<file path="config.mk">
export PLATFORM = sky130hd
export DESIGN_NAME = window_gate_multi
export DESIGN_NICKNAME = d
export VERILOG_FILES = /design/src/rtl/window_gate_multi.sv
export SDC_FILE = /design/constraint.sdc
export NUM_CORES = 1
export LEC_CHECK = 0
export CAP_MARGIN = 40
export CORE_MARGIN = 3
export CORE_UTILIZATION = 28
export CTS_BUF_LIST = sky130_fd_sc_hd__clkbuf_4 sky130_fd_sc_hd__clkbuf_8 sky130_fd_sc_hd__clkbuf_16
export CTS_CLUSTER_SIZE = 40
export DETAILED_ROUTE_END_ITERATION = 16
export HOLD_SLACK_MARGIN = 0.12
export PLACE_DENSITY = 0.48
export SETUP_SLACK_MARGIN = 0.05
export SYNTH_ARGS = -nofsm -noshare
export SYNTH_HDL_FRONTEND = slang
export SYNTH_SLANG_ARGS = --single-unit
</file>
<file path="constraint.sdc">
create_clock -name clk -period 2.35 [get_ports clk]
set_input_delay 0.235 -clock clk [delete_from_list [all_inputs] [get_ports clk]]
set_output_delay 0.235 -clock clk [all_outputs]
set_load 0.05 [all_outputs]
</file>
<file path="src/rtl/window_gate_multi.sv">
// Multi-channel circular window comparator with debounced, registered gates and edge pulses.
// Optional sticky event/interrupt outputs are built when WINDOW_GATE_IRQ_EN is defined.
module window_gate_multi #(
  parameter int WIDTH = 8,
  parameter int CH    = 4,
  parameter int FILT  = 2,
  localparam int CHW  = (CH > 1) ? $clog2(CH) : 1
) (
  input  logic             clk,
  input  logic             rst_n,
  input  logic [WIDTH-1:0] pos,
  input  logic             pos_valid,
  input  logic             cfg_we,
  input  logic [CHW-1:0]   cfg_ch,
  input  logic             cfg_sel,
  input  logic [WIDTH-1:0] cfg_data,
  input  logic             cfg_commit,
`ifdef WINDOW_GATE_IRQ_EN
  input  logic [CH-1:0]    evt_clr,
  output logic             irq,
  output logic [CH-1:0]    evt,
`endif
  output logic [CH-1:0]    gate,
  output logic [CH-1:0]    gate_rise,
  output logic [CH-1:0]    gate_fall,
  output logic [WIDTH-1:0] pos_q
);

  localparam int CW = 4;

  logic [WIDTH-1:0] sh_open_q  [CH];
  logic [WIDTH-1:0] sh_close_q [CH];
  logic [WIDTH-1:0] sh_open_d  [CH];
  logic [WIDTH-1:0] sh_close_d [CH];
  logic [WIDTH-1:0] act_open_q [CH];
  logic [WIDTH-1:0] act_close_q[CH];
  logic [CW-1:0]    cnt_q      [CH];
  logic [CW-1:0]    cnt_d      [CH];
  logic [CH-1:0]    raw;
  logic [CH-1:0]    gate_q, gate_d;
  logic [CH-1:0]    rise_q, rise_d;
  logic [CH-1:0]    fall_q, fall_d;
  logic [WIDTH-1:0] pos_smp_q;

  // Half-open circular interval [o, c); o == c is empty.
  function automatic logic in_window(input logic [WIDTH-1:0] p,
                                     input logic [WIDTH-1:0] o,
                                     input logic [WIDTH-1:0] c);
    if (o < c)      return (p >= o) && (p < c);
    else if (o > c) return (p >= o) || (p < c);
    else            return 1'b0;
  endfunction

  always_comb begin
    for (int i = 0; i < CH; i++) begin
      raw[i] = in_window(pos, act_open_q[i], act_close_q[i]);
    end
  end

  // Shadow next-state also feeds the commit, so a same-cycle write is captured.
  always_comb begin
    sh_open_d  = sh_open_q;
    sh_close_d = sh_close_q;
    for (int i = 0; i < CH; i++) begin
      if (cfg_we && (cfg_ch == CHW'(i))) begin
        if (cfg_sel) sh_close_d[i] = cfg_data;
        else         sh_open_d[i]  = cfg_data;
      end
    end
  end

  always_comb begin
    gate_d = gate_q;
    rise_d = '0;
    fall_d = '0;
    cnt_d  = cnt_q;
    if (pos_valid) begin
      for (int i = 0; i < CH; i++) begin
        if (raw[i] == gate_q[i]) begin
          cnt_d[i] = '0;
        end else if (cnt_q[i] == CW'(FILT - 1)) begin
          gate_d[i] = raw[i];
          cnt_d[i]  = '0;
          rise_d[i] = raw[i];
          fall_d[i] = ~raw[i];
        end else begin
          cnt_d[i] = cnt_q[i] + CW'(1);
        end
      end
    end
    if (cfg_commit) begin
      for (int i = 0; i < CH; i++) cnt_d[i] = '0;
    end
  end

  always_ff @(posedge clk or negedge rst_n) begin
    if (!rst_n) begin
      for (int i = 0; i < CH; i++) begin
        sh_open_q[i]   <= '0;
        sh_close_q[i]  <= '0;
        act_open_q[i]  <= '0;
        act_close_q[i] <= '0;
        cnt_q[i]       <= '0;
      end
      gate_q    <= '0;
      rise_q    <= '0;
      fall_q    <= '0;
      pos_smp_q <= '0;
    end else begin
      sh_open_q  <= sh_open_d;
      sh_close_q <= sh_close_d;
      if (cfg_commit) begin
        act_open_q  <= sh_open_d;
        act_close_q <= sh_close_d;
      end
      cnt_q  <= cnt_d;
      gate_q <= gate_d;
      rise_q <= rise_d;
      fall_q <= fall_d;
      if (pos_valid) pos_smp_q <= pos;
    end
  end

  assign gate      = gate_q;
  assign gate_rise = rise_q;
  assign gate_fall = fall_q;
  assign pos_q     = pos_smp_q;

`ifdef WINDOW_GATE_IRQ_EN
  logic [CH-1:0] evt_q, evt_d;
  logic          irq_q;

  // A pulse arriving with a clear keeps the event set.
  assign evt_d = (evt_q & ~evt_clr) | rise_q | fall_q;

  always_ff @(posedge clk or negedge rst_n) begin
    if (!rst_n) begin
      evt_q <= '0;
      irq_q <= 1'b0;
    end else begin
      evt_q <= evt_d;
      irq_q <= |evt_d;
    end
  end

  assign evt = evt_q;
  assign irq = irq_q;
`endif

endmodule

</file>
# ---- Yosys cells after proc, flatten, opt, wreduce, memory -nomap -nowiden
# Index checks and enable logic that the tools add are counted.
dict set report word_totals {
  regBits 164
  latch_bits 0
  ram_bits 0
  mem_bits_ro 0
  out_inout_bits 20
  mem_count 0
}
dict set report classes {
  n_addsub 4
  n_mul 0
  div 0
  magnitude_cmp 16
  n_eq_ne 11
  shifts 0
  mux 52
  n_bitwise 8
  n_reduce_logical 18
}
# cell n
set op_table {}
lappend op_table {{two-way mux 8 bit} 16}
lappend op_table {{less-than comparator 8 bit} 8}
lappend op_table {{two-way mux 4 bit} 10}
lappend op_table {{>= comparator 8 bit} 4}
lappend op_table {{greater-than comparator 8 bit} 4}
lappend op_table {{two-way mux 16 bit} 2}
lappend op_table {{two-way mux 1 bit} 24}
lappend op_table {{adder 4 x 1 -> 4 bit, second input constant} 4}
lappend op_table {{equality test 4 x 1 -> 1 bit, second input constant} 4}
lappend op_table {{AND reduction 3 bit} 4}
lappend op_table {{logical AND 1 bit} 8}
lappend op_table {{NOT 1 bit} 8}
lappend op_table {{equality test 1 bit} 4}
lappend op_table {{equality test 2 bit, second input constant} 2}
lappend op_table {{logical OR 1 bit} 4}
lappend op_table {{equality test 2 x 1 -> 1 bit, second input constant} 1}
lappend op_table {{logical NOT 2 bit} 1}
lappend op_table {{nonzero test 2 bit} 1}

# ---- Depth between registers and ports, before layout
# Gate-level depths: netlist of the first run.
dict set report logic_depth {
  depth_word 8
  mapped_depth 10
}

# ---- Least setup slack after synthesis of the first run
# No wires, ideal clock.
dict set report synth_path {
  path_type {register to register}
  start {register act_close_q[18] (netlist name)}
  end {register cnt_q[10] (netlist name)}
  setup_time_ns 0.118
  arrival_ns 2.264
  path_slack_ns -0.032
  path_stages_with_launch 10
  period_less_slack_ns 2.382
  cell_sequence {dfrtp_1 > inv_1 > ha_1 > or3_1 > a31oi_2 > o21ai_1 > a211oi_2 > mux2i_1 > o22ai_1 > a21o_1}
}
dict set report synth_via {
  elab_chain_len 8
}
# element line
set synth_rtl {}
lappend synth_rtl {{start: declaration} 36} ;# logic [WIDTH-1:0] act_close_q[CH];
lappend synth_rtl {{start signal: assignment} 114} ;# act_close_q <= sh_close_d;
lappend synth_rtl {{less-than comparator 8 bit} {49, 50}}
lappend synth_rtl {{logical OR 1 bit} 50} ;# else if (o > c) return (p >= o) || (p < c);
lappend synth_rtl {{two-way mux 1 bit} 50}
lappend synth_rtl {{two-way mux 1 bit *} 49} ;# if (o < c) return (p >= o) && (p < c);
lappend synth_rtl {{equality test 1 bit *} 79} ;# if (raw[i] == gate_q[i]) begin
lappend synth_rtl {{two-way mux 4 bit *} 79}
lappend synth_rtl {{two-way mux 16 bit *} 77} ;# if (pos_valid) begin
lappend synth_rtl {{two-way mux 16 bit *} 91} ;# if (cfg_commit) begin
lappend synth_rtl {{end signal: assignment} 116} ;# cnt_q <= cnt_d;
lappend synth_rtl {{end: declaration} 37} ;# logic [CW-1:0] cnt_q [CH];
# Every way passes the cells marked *; elsewhere a longest branch is shown, timed or not. The select of a mux whose other input is x is not followed.
# A chain may end at the register's enable or synchronous reset.

# ---- Final worst setup path of the first run
dict set report layout_path {
  start {register act_close_q[17] (netlist name)}
  end {register cnt_q[10] (netlist name)}
}
# Same word-level chain as after synthesis.

==> results.toml, run 1 <==
[cts]
clock_latency_ns = 0.43
clockBufferDepth = 2
clock-sinks = 164
cts_inserted_buffers = 17
clk_pin_slew_ns = 0.07
cts_root_buf = "clkbuf_16"
cts_tree = "yes"
cts_max_level = 4

[yosys]
syn_area_sq_um = 8570
ys_seq_area_share_pct = 47.9
synth-edff-count = 0
synth-main-ff-cell = "dfrtp_1"
synthArstFlopShare_pct = 100
synthCells = 792
ys_ff_latch = 164
avgSynthCellArea_sq_um = 10.8
synthesis.nets = 916
ys_warn_count = 0
synth_cell_types = 53

[run_status]
failed_checks = "setup timing"
status = "finished with violations"

[floorplanning]
dieArea_sq_um = 32700
chipHeight_um = 181
fp-row-count = 63
ios = 44
start_util_pct = 28.7
dieWidth_um = 181
core_sq_um = 29900

[sta]
finalSetupViolations = 5
rsz0062_at_grt = "yes"
min_period_ns = 2.41
fmax_mhz = 415
drv_slew = 0
hold_ws_ns = 0.269
worst_slew_pin_slew_ns = 0.892
fin_worst_skew_ns = 0.0106
fin_ws_ns = -0.0606
hold_viol = 0
maxSlewHeadroom_pct = 40.5
post-route-period-util_pct = 103

[drt]
dr.pass1.iters = 4
via_per_inst = 4.65
ant_nets = 0
wire_per_inst_um = 16.9
drc = 0
drt_iter0_markers = 300
vias = 6080
wl_mm = 22.1

[place]
gp_congestion = 0.783
dpl.hpwl_mm = 15.1
placed_area_sq_um = 9890
port_buffers = 43
dp_slack_ns = -0.808

[global_route]
grt_max_degree = 93
grt_usage_pct = 13.7
antenna_found_initial = 0
grt_pass1_vias = 6189
grt_pass1_wl_mm = 35.2
grt-ovfl-total = 0

[finish]
final_core_util_pct = 36.7
drive_gt1_share_pct = 28.3
fillers = 2995
fin_area_sq_um = 11000
nNetsFinal = 1030
antennaDiodeCount = 0
area_growth_pct = 28.0

[critical_path]
cpPeakStageDelay_ns = 0.40
critPathCaptureType = "flop"
required_ns = 2.67
arrival_ns = 2.73
start_kind = "flop"
crit_slowest_cell = "a2111o_1"
critical_path_class = "flop to flop"
cp_cell_sequence = "inv_2, ha_1, a2111o_1, a31oi_4, nor3_2, a211oi_2, buf_4, mux2i_2, buf_4, nor3b_2, a21o_1"
cpMostUsedCell = "buf_4"
crit_fanout = 3

[min_path]
hold_path_class = "input port to flop"

[pwr]
leakage_nw = 4.95
ir_drop_mv = 0.591
powerDensity_nw_per_um2 = 893
power.total_w = 0.00980

[flow_run]
cap_violations = 0
[critical path: cells and delay by family (launching register included)]
kind / cells / cell delay [ns]
flops: 1 / 0.37
fa+ha+maj: 1 / 0.22
mux: 1 / 0.23
buf+inv: 3 / 0.40
simple gates: 2 / 0.11
compound gates: 4 / 0.99
[sequential cells by signal, indices dropped and copies added, names as in the netlist]
signal	flops
act_close_q	32
act_open_q	32
cnt_q	16
gate	4
gate_fall	4
gate_rise	4
pos_q	8
sh_close_q	32
sh_open_q	32
[cells in the final DEF (no fill, tap or decap), types with 4 or more instances in the layout]
cell / instances
a21o_1: 10
buf_4: 60
and2_1: 4
nor2b_1: 7
buf_6: 9
inv_2: 13
a221o_1: 4
nor3_2: 4
nor2_1: 21
ha_4: 9
o21ai_0: 71
o211ai_1: 5
a21oi_1: 23
ha_1: 90
and3_1: 5
a21oi_2: 6
o21ai_1: 8
inv_1: 60
clkbuf_16: 17
dlygate4sd2_1: 5
o21ai_2: 5
nand2_2: 4
dfrtp_1: 164
mux2_2: 76
clkinvlp_4: 5
nand3_1: 10
nor3b_2: 6
nand2b_1: 7
nor3b_1: 6
buf_12: 5
nand2_1: 80
clkdlybuf4s50_1: 34
nand4_1: 8
[per-stage QoR]
| stage | cells | TNS, ns |
|---|---|---|
| 2_1_floorplan | 792 | 0 |
| 3_3_place_gp | 1261 | -15.23 |
| 3_5_place_dp | 1261 | -16.06 |
| 4_1_cts | 1305 | -0.155 |
| 5_1_grt | 1308 | -1.27 |
| 6_report | 1308 | -0.141 |
[layout make-up]
cell class / count / area, sq um / area share, %
clock buffer: 19 / 440 / 4.01
clock inverter: 12 / 109 / 0.992
inverter: 73 / 274 / 2.50
multi-input combinational: 534 / 4490 / 40.9
sequential: 164 / 4100 / 37.4
tap: 390 / 488 / 4.45
timing repair buffer: 116 / 1060 / 9.69
[worst paths after layout]
| check | startpoint | end | slack, ns | cells after the start |
|---|---|---|---|---|
| worst max register to register | act_close_q[17] | cnt_q[10] | -0.06 | 11 |
| max in group asynchronous | rst_n | sh_close_q[16] | 1.35 | 3 |
| worst min-delay path | cfg_commit | cnt_q[14] | 0.27 | 4 |
| worst max-delay path | act_close_q[17] | cnt_q[10] | -0.06 | 11 |
| min in group asynchronous | rst_n | cnt_q[11] | 0.31 | 2 |
| worst min register to register | sh_close_q[24] | sh_close_q[24] | 0.50 | 1 |
[kinds of logic (layout without fill, tap and decap cells)]
logic type / Yosys count / count (layout) / synth area share [%]
simple gates: 183 / 183 / 10.6
compound gates: 168 / 168 / 12.0
flops: 164 / 164 / 47.9
fa+ha+maj: 100 / 100 / 14.6
buf+inv: 94 / 220 / 4.12
mux: 79 / 79 / 10.3
xor+xnor: 4 / 4 / 0.409
[power by group]
group | total [W] | internal (W) | switching [W]
registers | 0.00368 | 0.00337 | 0.000308
logic | 0.00343 | 0.00164 | 0.00179
clock network | 0.00269 | 0.00148 | 0.00121
[per-layer routing]
| metal | GRT usage, % | wire (um) | vias up |
|---|---|---|---|
| li1 | - | - | 3019 |
| met1 | 20.3 | 11400 | 2964 |
| met2 | 21.1 | 9880 | 82 |
| met3 | 2.66 | 681 | 15 |
| met4 | 2.74 | 185 | 0 |
| met5 | 0 | 0 | - |
[synthesized netlist by cell type (9+ instances only)]
master / instances / area, sq um
nand2_1: 84 / 315
a21o_1: 10 / 75.1
ha_1: 100 / 1250
mux2_2: 76 / 856
nor3b_1: 9 / 67.6
dfrtp_1: 164 / 4100
nor2_1: 21 / 78.8
a21oi_1: 29 / 145
inv_1: 73 / 274
nand3_1: 10 / 50.1
clkbuf_1: 20 / 75.1
o21ai_0: 83 / 415
[what timing repair did]
item | CTS | global route
hold buffers | 1 | 0
buffers inserted | 12 | 4
pin swaps | 24 | 27
endpoints found under the hold margin | 43 | 0
gates resized for setup | 44 | 57
gates cloned | 0 | 0
endpoints found under the setup margin | 22 | 26
Note: power is estimated with default switching activity, not from simulation.
==> inputs of run 2 (changes only) <==
- CORE_MARGIN: 3 -> 2
- PLACE_DENSITY: 0.48 -> 0.42
==> results.toml, run 2 (synthesized netlist as in run 1, its figures left out) <==
[floorplanning]
ios = 44
fp-row-count = 64
dieArea_sq_um = 32000
dieWidth_um = 179
chipHeight_um = 179
core_sq_um = 30300
start_util_pct = 28.2

[critical_path]
critical_path_class = "flop to flop"
start_kind = "flop"
critPathTopFamily = "compound AO/OA/AOI/OAI gates"
required_ns = 2.68
crit_buf_inv = 3
crit_fanout = 3
arrival_ns = 2.77
cpPeakStageDelay_ns = 0.40
critPathCaptureType = "flop"
crit_slowest_cell = "a2111o_1"
cp_cell_sequence = "inv_2, ha_4, a2111o_1, a31oi_4, nor3_2, a211oi_2, buf_4, mux2i_4, buf_6, nor3b_2, a21o_1"

[sta]
fmax_mhz = 409
hold_viol = 0
finalSetupViolations = 7
maxSlewHeadroom_pct = 44.5
fin_worst_skew_ns = 0.0126
post-route-period-util_pct = 104
drv_slew = 0
finalSetupTns_ns = -0.304
rsz0062_at_grt = "yes"
worst_slew_pin_slew_ns = 0.830
min_period_ns = 2.44
hold_ws_ns = 0.272
fin_ws_ns = -0.0934

[place]
dpl.hpwl_mm = 15.6
port_buffers = 43
gp_congestion = 0.779
dp_slack_ns = -0.748
placed_area_sq_um = 9980

[global_route]
grt_pass1_wl_mm = 36.6
antenna_found_initial = 2
grt-ovfl-total = 0
grt_usage_pct = 15.2
grt_pass1_vias = 6377
grt_max_degree = 81

[drt]
via_per_inst = 4.63
ant_nets = 0
drc = 0
drt_iter0_markers = 240
dr.pass1.iters = 4
vias = 6106
wire_per_inst_um = 16.8
wl_mm = 22.2

[finish]
antennaDiodeCount = 0
layout_commonest_cell = "dfrtp_1"
drive_gt1_share_pct = 28.4
fin_area_sq_um = 11000
area_growth_pct = 28.8
final_cell_mix = "dfrtp_1 (164), ha_1 (89), nand2_1 (82), mux2_2 (76), o21ai_0 (71)"
nNetsFinal = 1034

[cts]
clock-sinks = 164
clock_latency_ns = 0.44
clk_pin_slew_ns = 0.07
cts_inserted_buffers = 17
cts_tree = "yes"
cts_max_level = 4
clockBufferDepth = 2
cts_root_buf = "clkbuf_16"

[run_status]
failed_checks = "setup timing"
status = "finished with violations"

[pwr]
ir_drop_mv = 0.664
leakage_nw = 4.99
power.total_w = 0.00997
powerDensity_nw_per_um2 = 903

[min_path]
hold_path_class = "input port to asynchronous set/reset pin"

[flow_run]
cap_violations = 0
[run 2: path summary, 6_finish.rpt]
path	cells past startpoint	slack [ns]	startpoint	to
max	11	-0.09	act_close_q[17]	cnt_q[10]
min	2	0.27	rst_n	gate[0]
max reg2reg	11	-0.09	act_close_q[17]	cnt_q[10]
min reg2reg	1	0.49	sh_close_q[16]	sh_close_q[16]
max in group asynchronous	3	1.39	rst_n	act_open_q[7]
min in group clk	4	0.28	cfg_commit	cnt_q[14]
[run 2: worst reg2reg max path: stages (launching register included)]
cell and delay (ns):
dfrtp_1 0.37, inv_2 0.09, ha_4 0.20, a2111o_1 0.40, a31oi_4 0.21, nor3_2 0.07, a211oi_2 0.24, buf_4 0.20
mux2i_4 0.25, buf_6 0.13, nor3b_2 0.04, a21o_1 0.15
[run 2: report_power, final]
part | internal [W] | switching, W
sequential | 0.00337 | 0.000300
combinational | 0.00168 | 0.00178
clock | 0.00159 | 0.00125
[run 2: area by class of cell]
| class | count | area (sq um) |
|---|---|---|
| clock inverter | 13 | 151 |
| sequential | 164 | 4100 |
| clock buffer | 18 | 433 |
| fill | 3059 | 19300 |
| multi-input combinational | 534 | 4480 |
| timing repair buffer | 120 | 1100 |
| inverter | 73 | 274 |
| tap | 396 | 495 |
[run 2: what timing repair did]
item / in CTS / in global routing
pin swaps: 20 / 15
setup endpoints to repair: 21 / 23
endpoints found under the hold margin: 138 / 0
hold buffers: 1 / 0
gates resized for setup: 53 / 41
setup buffers: 5 / 8
[run 2: metal layers]
layer  share of wire [%]  wire length, um  vias up  GRT usage [%]
li1                    -                -     3027              -
met1                  49            10900     3017           21.1
met2                  47            10400       49           24.5
met3                 2.9              642       13           2.80
met4                 1.0              223        0           3.66
met5                   0                0        -              0
[run 2: stage by stage]
stage          utilization (%)  std cells
2_1_floorplan                -        792
3_3_place_gp              32.9       1274
3_5_place_dp              32.9       1274
4_1_cts                   35.6       1311
5_1_grt                   36.4       1318
6_report                  36.4       1318
==> inputs of run 3 (changes only) <==
- CORE_UTILIZATION: 28 -> 53
- PLACE_DENSITY: 0.42 -> 0.72
==> results.toml, run 3 (synthesized netlist as in run 1, its figures left out) <==
[run_status]
status = "finished with violations"
failed_checks = "setup timing"

[sta]
maxSlewHeadroom_pct = 50.2
fin_worst_skew_ns = 0.00453
finalSetupTns_ns = -0.407
worst_slew_pin_slew_ns = 0.744
drv_slew = 0
hold_viol = 0
fmax_mhz = 411
hold_ws_ns = 0.333
finalSetupViolations = 8
post-route-period-util_pct = 104
rsz0062_at_grt = "yes"
min_period_ns = 2.44
fin_ws_ns = -0.0856

[critical_path]
cp_cell_sequence = "ha_4, nand2_2, o21bai_4, a211oi_2, nor2_1, or3_4, and3_4, or2_4, a32o_1"
required_ns = 2.66
start_kind = "flop"
critPathTopFamily = "simple AND/OR/NAND/NOR gates"
critical_path_class = "flop to flop"
r2r-end = "cnt_q[1]"
r2r_cells = 9
arrival_ns = 2.75
endpoint = "cnt_q[1]"
reg2reg_slack_ns = -0.09
reg2reg_from = "act_open_q[3]"
critPathLaunch = "act_open_q[3]"
critPathCaptureType = "flop"
worst-path-stages = 9
crit_fanout = 3
crit_slowest_cell = "dfrtp_1"
cpPeakStageDelay_ns = 0.40
crit_buf_inv = 0

[cts]
clock_latency_ns = 0.42
clock-sinks = 164
cts_max_level = 4
cts_inserted_buffers = 17
clk_pin_slew_ns = 0.06
cts_root_buf = "clkbuf_16"
cts_tree = "yes"
clockBufferDepth = 2

[finish]
drive_gt1_share_pct = 27.9
multi_input_area_sq_um = 4490
layout_commonest_cell = "dfrtp_1"
nNetsFinal = 1026
seqCellArea_sq_um = 4100
area_growth_pct = 25.2
final_cell_mix = "dfrtp_1 (164), ha_1 (88), nand2_1 (82), mux2_2 (76), o21ai_0 (73)"
final_cells = 1132
fillers = 1178

[flow_run]
cap_violations = 0

[min_path]
hp-start = "cfg_commit"
hold_path_class = "input port to flop"

[place]
gp_congestion = 0.897
dpl.hpwl_mm = 14.3
dp_slack_ns = -0.669
dp.cells = 1082
port_buffers = 43

[drt]
vias = 6492
drc = 0
dr.pass1.iters = 5
via_per_inst = 5.73
wire_per_inst_um = 19.2
drt_iter0_markers = 460
ant_nets = 0
wl_mm = 21.7

[pwr]
leakage_nw = 4.94
powerDensity_nw_per_um2 = 915
ir_drop_mv = 0.604

[floorplanning]
chipHeight_um = 131
fp-row-count = 46
dieArea_sq_um = 17200
core_sq_um = 15800
start_util_pct = 54.2
dieWidth_um = 131
ios = 44

[global_route]
antenna_found_initial = 0
grt.met3_usage_pct = 6.40
grt-ovfl-total = 0
grt_max_degree = 131
grt_busiest_layer = "met2"
grt_pass1_wl_mm = 35.6
gr-usage-met1_pct = 33.5
grt.met2_usage_pct = 42.6
grt_pass1_vias = 6984
grt_usage_pct = 26.3
-- run 3: stage by stage --
stage / total power [W] / instance area, sq um / utilization [%]
after global placement: 0.00641 / 9640 / 60.9
final: 0.00982 / 10700 / 67.8
after detailed placement: 0.00658 / 9640 / 60.9
after global routing: 0.0104 / 10700 / 67.8
after floorplan: 0.00550 / 8580 / -
after CTS: 0.00952 / 10500 / 66.3
-- run 3: metal layers --
metal | vias to the layer above | routed length, um
li1 | 3011 | -
met1 | 3245 | 9620
met2 | 184 | 10300
met3 | 52 | 1030
met4 | 0 | 811
met5 | - | 0
-- run 3: repair_timing --
action	4_1_cts	5_1_grt
pin swaps	26	30
setup buffers	7	9
endpoints found under the hold margin	57	0
resized for setup	56	42
setup endpoints to repair	21	21
hold buffers	1	0
cloned	0	0
-- run 3: worst reg2reg max path, stage by stage, from the launching register on --
cell      delay, ns
dfrtp_1        0.40
ha_4           0.29
nand2_2        0.06
o21bai_4       0.16
a211oi_2       0.27
nor2_1         0.09
or3_4          0.38
and3_4         0.20
or2_4          0.24
a32o_1         0.22
-- run 3: worst min path at each step --
stage                            endpoint  slack, ns  depth (start not counted)
after CTS                       cnt_q[14]       0.32                          5
after floorplan            act_close_q[0]      -0.06                          0
after global placement    act_close_q[14]       0.25                          1
final                           cnt_q[14]       0.33                          5
after global routing            cnt_q[14]       0.35                          5
after detailed placement  act_close_q[14]       0.26                          1
-- run 3: where the power goes --
group | switching, W | internal, W
logic | 0.00188 | 0.00166
registers | 0.000307 | 0.00338
clock network | 0.00112 | 0.00148
-- run 3: layout make-up --
| type | count | area share, % |
|---|---|---|
| timing repair buffer | 112 | 9.69 |
| multi-input combinational | 534 | 41.9 |
| antenna | 1 | 0.0233 |
| inverter | 73 | 2.55 |
| sequential | 164 | 38.2 |
| clock buffer | 25 | 4.64 |
| clock inverter | 7 | 0.466 |
| tap | 216 | 2.52 |
